### src/rtl/cache_ctrl.sv
// Controller for one direct-mapped cache set: sequences hit, dirty write-back
// and refill, and bridges to a word-wide memory port.
module cache_ctrl #(
  parameter int unsigned TAG_WIDTH    = 20,
  parameter int unsigned SET_WIDTH    = 8,
  parameter int unsigned OFFSET_WIDTH = 4
) (
  input  logic                    clk_i,
  input  logic                    rst_i,
  input  logic                    cpu_req_i,
  input  logic                    cpu_we_i,
  input  logic [31:0]             cpu_addr_i,
  input  logic [31:0]             cpu_wdata_i,
  output logic                    cpu_ready_o,
  output logic [31:0]             cpu_rdata_o,
  input  logic                    line_hit_i,
  input  logic                    line_valid_i,
  input  logic                    line_dirty_i,
  input  logic [TAG_WIDTH-1:0]    line_tag_i,
  input  logic [31:0]             line_rdata_i,
  output logic                    line_write_en_o,
  output logic                    line_update_en_o,
  output logic                    line_set_valid_o,
  output logic                    line_set_dirty_o,
  output logic [TAG_WIDTH-1:0]    line_tag_o,
  output logic [OFFSET_WIDTH-3:0] line_offset_o,
  output logic [31:0]             line_wdata_o,
  output logic                    mem_req_o,
  output logic                    mem_we_o,
  output logic [31:0]             mem_addr_o,
  output logic [31:0]             mem_wdata_o,
  input  logic [31:0]             mem_rdata_i,
  input  logic                    mem_ack_i
);

  localparam int unsigned CNT_WIDTH = OFFSET_WIDTH - 2;
  localparam int unsigned LINE_SIZE = 2 ** CNT_WIDTH;
  localparam logic [CNT_WIDTH-1:0] LAST_BEAT = CNT_WIDTH'(LINE_SIZE - 1);

  typedef enum logic [1:0] {
    IDLE,
    COMPARE,
    WRITEBACK,
    REFILL
  } state_t;

  state_t                 state_q, state_d;
  logic [CNT_WIDTH-1:0]   cnt_q, cnt_d;
  logic [TAG_WIDTH-1:0]   req_tag_q;
  logic [SET_WIDTH-1:0]   req_idx_q;
  logic [CNT_WIDTH-1:0]   req_off_q;
  logic                   req_we_q;
  logic [31:0]            req_wdata_q;
  logic                   accept;
  logic                   last_beat;
  logic                   unused_addr_bits;

  assign unused_addr_bits = ^cpu_addr_i[1:0];
  assign accept           = (state_q == IDLE) && cpu_req_i;
  assign last_beat        = (cnt_q == LAST_BEAT);

  always_ff @(posedge clk_i or posedge rst_i) begin
    if (rst_i) begin
      state_q     <= IDLE;
      cnt_q       <= '0;
      req_tag_q   <= '0;
      req_idx_q   <= '0;
      req_off_q   <= '0;
      req_we_q    <= 1'b0;
      req_wdata_q <= '0;
    end else begin
      state_q <= state_d;
      cnt_q   <= cnt_d;
      if (accept) begin
        req_tag_q   <= cpu_addr_i[31 -: TAG_WIDTH];
        req_idx_q   <= cpu_addr_i[OFFSET_WIDTH +: SET_WIDTH];
        req_off_q   <= cpu_addr_i[OFFSET_WIDTH-1:2];
        req_we_q    <= cpu_we_i;
        req_wdata_q <= cpu_wdata_i;
      end
    end
  end

  always_comb begin
    state_d          = state_q;
    cnt_d            = cnt_q;
    cpu_ready_o      = 1'b0;
    cpu_rdata_o      = '0;
    line_write_en_o  = 1'b0;
    line_update_en_o = 1'b0;
    line_set_valid_o = 1'b0;
    line_set_dirty_o = 1'b0;
    line_tag_o       = '0;
    line_offset_o    = '0;
    line_wdata_o     = '0;
    mem_req_o        = 1'b0;
    mem_we_o         = 1'b0;
    mem_addr_o       = '0;
    mem_wdata_o      = '0;

    unique case (state_q)
      IDLE: begin
        if (cpu_req_i) state_d = COMPARE;
      end

      COMPARE: begin
        line_tag_o    = req_tag_q;
        line_offset_o = req_off_q;
        if (line_hit_i) begin
          cpu_ready_o = 1'b1;
          state_d     = IDLE;
          if (req_we_q) begin
            line_write_en_o  = 1'b1;
            line_wdata_o     = req_wdata_q;
            line_update_en_o = 1'b1;
            line_set_valid_o = 1'b1;
            line_set_dirty_o = 1'b1;
          end else begin
            cpu_rdata_o = line_rdata_i;
          end
        end else begin
          cnt_d   = '0;
          state_d = (line_valid_i && line_dirty_i) ? WRITEBACK : REFILL;
        end
      end

      WRITEBACK: begin
        // Presenting the stored tag makes the array report a hit, so the
        // victim words are readable while the request tag differs.
        line_tag_o    = line_tag_i;
        line_offset_o = cnt_q;
        mem_req_o     = 1'b1;
        mem_we_o      = 1'b1;
        mem_addr_o    = {line_tag_i, req_idx_q, cnt_q, 2'b00};
        mem_wdata_o   = line_rdata_i;
        if (mem_ack_i) begin
          cnt_d = cnt_q + 1'b1;
          if (last_beat) begin
            cnt_d   = '0;
            state_d = REFILL;
          end
        end
      end

      REFILL: begin
        mem_req_o  = 1'b1;
        mem_addr_o = {req_tag_q, req_idx_q, cnt_q, 2'b00};
        line_tag_o = req_tag_q;
        if (mem_ack_i) begin
          line_write_en_o = 1'b1;
          line_offset_o   = cnt_q;
          line_wdata_o    = mem_rdata_i;
          cnt_d           = cnt_q + 1'b1;
          if (last_beat) begin
            line_update_en_o = 1'b1;
            line_set_valid_o = 1'b1;
            line_set_dirty_o = 1'b0;
            cnt_d            = '0;
            state_d          = COMPARE;
          end
        end
      end

      default: state_d = IDLE;
    endcase
  end

endmodule

### config.mk
export PLATFORM = sky130hd
export DESIGN_NAME = cache_ctrl
export DESIGN_NICKNAME = d
export VERILOG_FILES = /design/src/rtl/cache_ctrl.sv
export SDC_FILE = /design/constraint.sdc
export NUM_CORES = 1
export LEC_CHECK = 0
export ABC_CLOCK_PERIOD_IN_PS = 2800
export CAP_MARGIN = 40
export CORE_AREA = 2 2 163 85
export DETAILED_ROUTE_END_ITERATION = 7
export DIE_AREA = 0 0 165 87
export GPL_TIMING_DRIVEN = 0
export PLACE_DENSITY_LB_ADDON = 0.3
export SLEW_MARGIN = 15
export SYNTH_ARGS = -nofsm -noshare
export SYNTH_HDL_FRONTEND = slang
export SYNTH_SLANG_ARGS = --single-unit
### constraint.sdc
create_clock -name clk_i -period 2.8 [get_ports clk_i]
set_input_delay 0.7 -clock clk_i [delete_from_list [all_inputs] [get_ports clk_i]]
set_output_delay 0.7 -clock clk_i [all_outputs]
set_load 0.005 [all_outputs]
* After elaboration in Yosys (flattened, before gate mapping)
Cells that the tools add are included.
** Storage, ports and cells
- Register bits :: 67
- Latch bits :: 0
- Bits in writable memories :: 0
- Bits in read-only memories :: 0
- Bits of input ports :: 156
- Output and inout bits :: 157
- Word-level logic and storage cells :: 63
- Memories :: 0
** Operators by class
- $add $sub $neg :: 1
- Multiply operators :: 0
- Divide/modulo/power cells :: 0
- $lt $le $gt $ge :: 0
- Equality and inequality tests :: 11
- Shift-type cells :: 0
- Muxes and demuxes :: 36
- Bitwise gates (word level) :: 0
- Reduce and logical (&&, ||, !) cells :: 8
** Operator list (number)
- $mux 32 :: 7
- $pmux 32 s2 :: 2
- $pmux 20 s2 :: 1
- $mux 2 :: 10
- $ne 2x2->1 const B :: 6
- $mux 1 :: 11
- $pmux 2 s4 :: 1
- $eq 2x2->1 const B :: 3
- $pmux 2 s3 :: 1
- $reduce_and 5->1 :: 1
- $pmux 1 s2 :: 2
- $pmux 2 s2 :: 1
- $reduce_or 2->1 :: 2
- $reduce_and 3->1 :: 1
- $add 2x1->2 const B :: 1
- $eq 2x1->1 const B :: 1
- $logic_and 1x1->1 :: 2
- $logic_not 2->1 :: 1
- $ne 2x1->1 const B :: 1
- $reduce_bool 2->1 :: 1

* Logic depth before layout (Yosys ltp)
- Depth in word-level cells :: 4
- Depth in mapped cells :: 8
- Gate-level depth less buffers :: 5

* Worst setup path after synthesis
No wires, ideal clock.
- Path type :: flip-flop to output port
- Start point :: reg state_q[0]
- End point :: out line_tag_o[8]
- Arrival :: 1.707 ns
- Data required time :: 2.100 ns
- Slack :: 0.393 ns
- Cell stages (with the launch flop) :: 9
- Buffers on the path :: 4
- Path through :: dfrtp_1 -> clkbuf_1 -> inv_1 -> ha_1 -> buf_2 -> buf_2 -> buf_2 -> a22oi_1 -> nor2_1
** On the way
- Longest elaborated chain between the ends :: 3
- Elaborated cells on any way between the ends :: 5
- Classes of those cells :: eq/ne (3); mux (1); reduce/logical (1)
** RTL lines
- from (decl) :: RTL line 47 : state_t state_q, state_d;
- from (signal assigned) :: RTL line 72 : state_q <= state_d;
- $eq 2x2->1 / $eq 2x1->1 (equally long branches) :: RTL line 101 : unique case (state_q)
- $reduce_or 2->1 (no source line)
- $pmux 20 s2 * :: RTL line 101
- to (decl) :: RTL line 25 : output logic [TAG_WIDTH-1:0] line_tag_o,
Mark *: on every way between the ends. The rest lies on a longest branch, timed or not.

* Worst setup path in the final report
- Start point :: reg state_q[0]
- End point :: out line_offset_o[1]
** On the way
- Longest elaborated chain between the ends :: 2
- Elaborated cells on any way between the ends :: 4
- Classes of those cells :: eq/ne (3); mux (1)
** RTL lines
- $eq 2x2->1 / $eq 2x1->1 (equally long branches) :: RTL line 101
- $pmux 2 s3 * :: RTL line 101
- to (decl) :: RTL line 26 : output logic [OFFSET_WIDTH-3:0] line_offset_o,
Marked as above.

==> results.json <==
{
  "status": "complete, but fails checks",
  "violations": "negative setup slack",
  "use_met1_pct": 32.0,
  "preCtsSetupSlack_ns": -0.848,
  "grt_use_met3_pct": 7.76,
  "fin_total_pwr_mw": 7.58,
  "antenna_cells": 0,
  "fin_util_pct": 68.9,
  "cts_buffer_depth": 2,
  "cp_data_required_time_ns": 2.10,
  "tns_ns": -0.0998,
  "crit_path_end_kind": "output pin",
  "drc_errors": 0,
  "max_freq_ghz": 0.348,
  "setup_slack_ns": -0.0755,
  "met2_usage_pct": 41.1,
  "fin_cells": 976,
  "hold_class": "flip-flop to flip-flop",
  "worstRegToRegCells": 9,
  "hold_viol": 0,
  "critical-path-max-stage-delay_ns": 0.43,
  "drt_wl_total_um": 18900,
  "design_area_um2": 9030,
  "power_density_nw_per_um2": 840,
  "place_area_um2": 7900,
  "drt-initial-drc-count": 348,
  "syn_to_final_growth_pct": 98.0,
  "synth_top_flop_cell": "dfrtp_1",
  "grt_overflow": 0,
  "die-area_um2": 14400,
  "grt_setup_unrepaired": "yes",
  "synth_cell_types": 32,
  "antenna_found_initial": 0,
  "crit_fanout": 4,
  "synth_area_per_cell_um2": 10.7,
  "setup.worst_path.start": "state_q[0]$_DFFE_PP0P_",
  "grt_pass1_wl_um": 27300,
  "grt_pass1_vias": 5002,
  "drv_cap": 0,
  "timing.critical_path.cells": "clkbuf_16 -> clkinvlp_4 -> ha_4 -> buf_4 -> bufbuf_16 -> buf_4 -> o21ai_4 -> a21oi_2 -> clkbuf_2",
  "finalSetupViolations": 2,
  "seq_area_frac_synth_pct": 36.8,
  "grt_max_degree": 54,
  "critPathArrivalTime_ns": 2.18,
  "insertion_delay_ns": 0.33,
  "dp_hpwl_um": 13900,
  "p_leak_nw": 4.39,
  "r2r_slack_ns": 0.71,
  "htree_levels": 3,
  "start_util_pct": 34.8,
  "cts_buffers": 9,
  "portBuffers": 308,
  "postSynthRegisterBits": 67,
  "antenna_left": 0,
  "clock_sinks": 67,
  "layout-drive-gt1-share_pct": 33.9,
  "n_fill_cell": 1002,
  "critPathSlowestCell": "dfrtp_2",
  "hold_ws_ns": 0.506,
  "placed_cells": 914,
  "synthArstFlopShare_pct": 100,
  "nNetsFinal": 959,
  "first_pass_iters": 5,
  "core_area_um2": 13100,
  "drv_slew": 0,
  "rows": 30,
  "synth_edf_count": 0,
  "period_share_pct": 103,
  "syn_area_um2": 4560,
  "vias": 5007,
  "ir_drop_mv": 0.410,
  "die_width_um": 165,
  "cts_tree": "built",
  "mostFrequentLayoutCells": "clkdlybuf4s50_1, and2_1, dfrtp_1",
  "worstReg2RegEnd": "state_q[0]$_DFFE_PP0P_",
  "r2r-start": "state_q[0]$_DFFE_PP0P_",
  "boundaryPins": 313,
  "track_usage_pct": 24.9,
  "crit_end": "line_offset_o[1]",
  "top_usage_layer": "met2",
  "root_buffer": "clkbuf_16",
  "via_per_inst": 5.13,
  "clk_pin_slew_worst_paths_ns": 0.06,
  "die_y_um": 87,
  "fin_skew_ns": 0.00506,
  "crit_type": "flip-flop to output pin",
  "drt-wirelength-per-cell_um": 19.4,
  "synth_cells": 428,
  "place_congestion": 0.901,
  "layout_commonest_cell": "clkdlybuf4s50_1",
  "start_kind": "flip-flop",
  "cpMostUsedCell": "buf_4",
  "ys_warn_count": 0,
  "period_minus_slack_ns": 2.88
}
## synthesized netlist by cell type (3+ instances only)
library cell	n	area [um^2]
a21oi_1	27	135
a22o_1	33	289
a22oi_1	19	143
a31oi_1	19	119
and2_1	66	413
and2b_1	3	22.5
buf_12	6	120
buf_2	6	30.0
buf_4	8	60.1
buf_6	5	56.3
clkbuf_1	16	60.1
dfrtp_1	67	1680
ha_1	8	100
inv_1	6	22.5
mux2_2	3	33.8
mux2_4	60	901
nand2_1	7	26.3
nor2_1	43	161
nor2b_1	8	50.1
o21ai_0	4	20.0
## power breakdown
group / total [mW] / internal, mW / switching [mW]
Clock: 1.25 / 0.788 / 0.467
Combinational: 4.46 / 2.72 / 1.74
Sequential: 1.87 / 1.46 / 0.406
## logic make-up (layout without fill, tap and decap cells)
group                      after synthesis  after routing  share of synthesized area (%)
adders and majority gates                8              8                           2.20
AOI/OAI and AO/OA                      106            106                           16.2
and+or+nand+nor                        134            134                           16.1
other                                    1              2                         0.0822
muxes                                   65             65                           20.9
buffers and inverters                   47            418                           7.66
DFF                                     67             67                           36.8
## flip-flops by register name, summed over array words and instances (netlist names)
name,flops
cnt_q,2
req_we_q,1
req_tag_q,20
req_wdata_q,32
req_off_q,2
state_q,2
req_idx_q,8
## per-layer routing
| metal | vias up | part of all wire [%] |
|---|---|---|
| met2 | 273 | 48 |
| met5 | - | 0 |
| met4 | 0 | 1.6 |
| met1 | 2441 | 42 |
| met3 | 34 | 9.4 |
| li1 | 2259 | - |
## critical path: cells and delay by family (launching register included)
kind,cells,cell delay [ns]
AO/OA/AOI/OAI,2,0.23
flip-flops,1,0.43
adder cells (fa/ha/maj),1,0.23
buffers and inverters,6,0.95
## cell type report
class                   instances  area [um^2]  area share (%)
plain buffers                  34          507            5.61
clock buffers                   9          225            2.49
clock inverters                 7         98.8            1.09
inverters                       6         31.3           0.346
multi-input cells             315         2880            31.8
flip-flops and latches         67         1680            18.6
well taps                     176          220            2.44
repair buffers                362         3390            37.6
## repair_timing
item,CTS,global route
hold buffers,0,0
buffers inserted,41,6
gates cloned,6,0
pin swaps,25,11
endpoints found under the setup margin,154,101
gates resized for setup,303,130
## worst min-delay path by stage
stage,startpoint,endpoint,slack (ns),depth (start not counted)
global route,req_idx_q[2]$_DFFE_PP0P_,req_idx_q[2]$_DFFE_PP0P_,0.52,1
CTS,req_idx_q[2]$_DFFE_PP0P_,req_idx_q[2]$_DFFE_PP0P_,0.50,1
floorplan,req_idx_q[2]$_DFFE_PP0P_,req_idx_q[2]$_DFFE_PP0P_,0.47,1
global placement,req_idx_q[2]$_DFFE_PP0P_,req_idx_q[2]$_DFFE_PP0P_,0.48,1
detailed placement,req_idx_q[2]$_DFFE_PP0P_,req_idx_q[2]$_DFFE_PP0P_,0.49,1
finish,req_idx_q[2]$_DFFE_PP0P_,req_idx_q[2]$_DFFE_PP0P_,0.51,1
No activity file was read; power rests on OpenSTA's default activity.
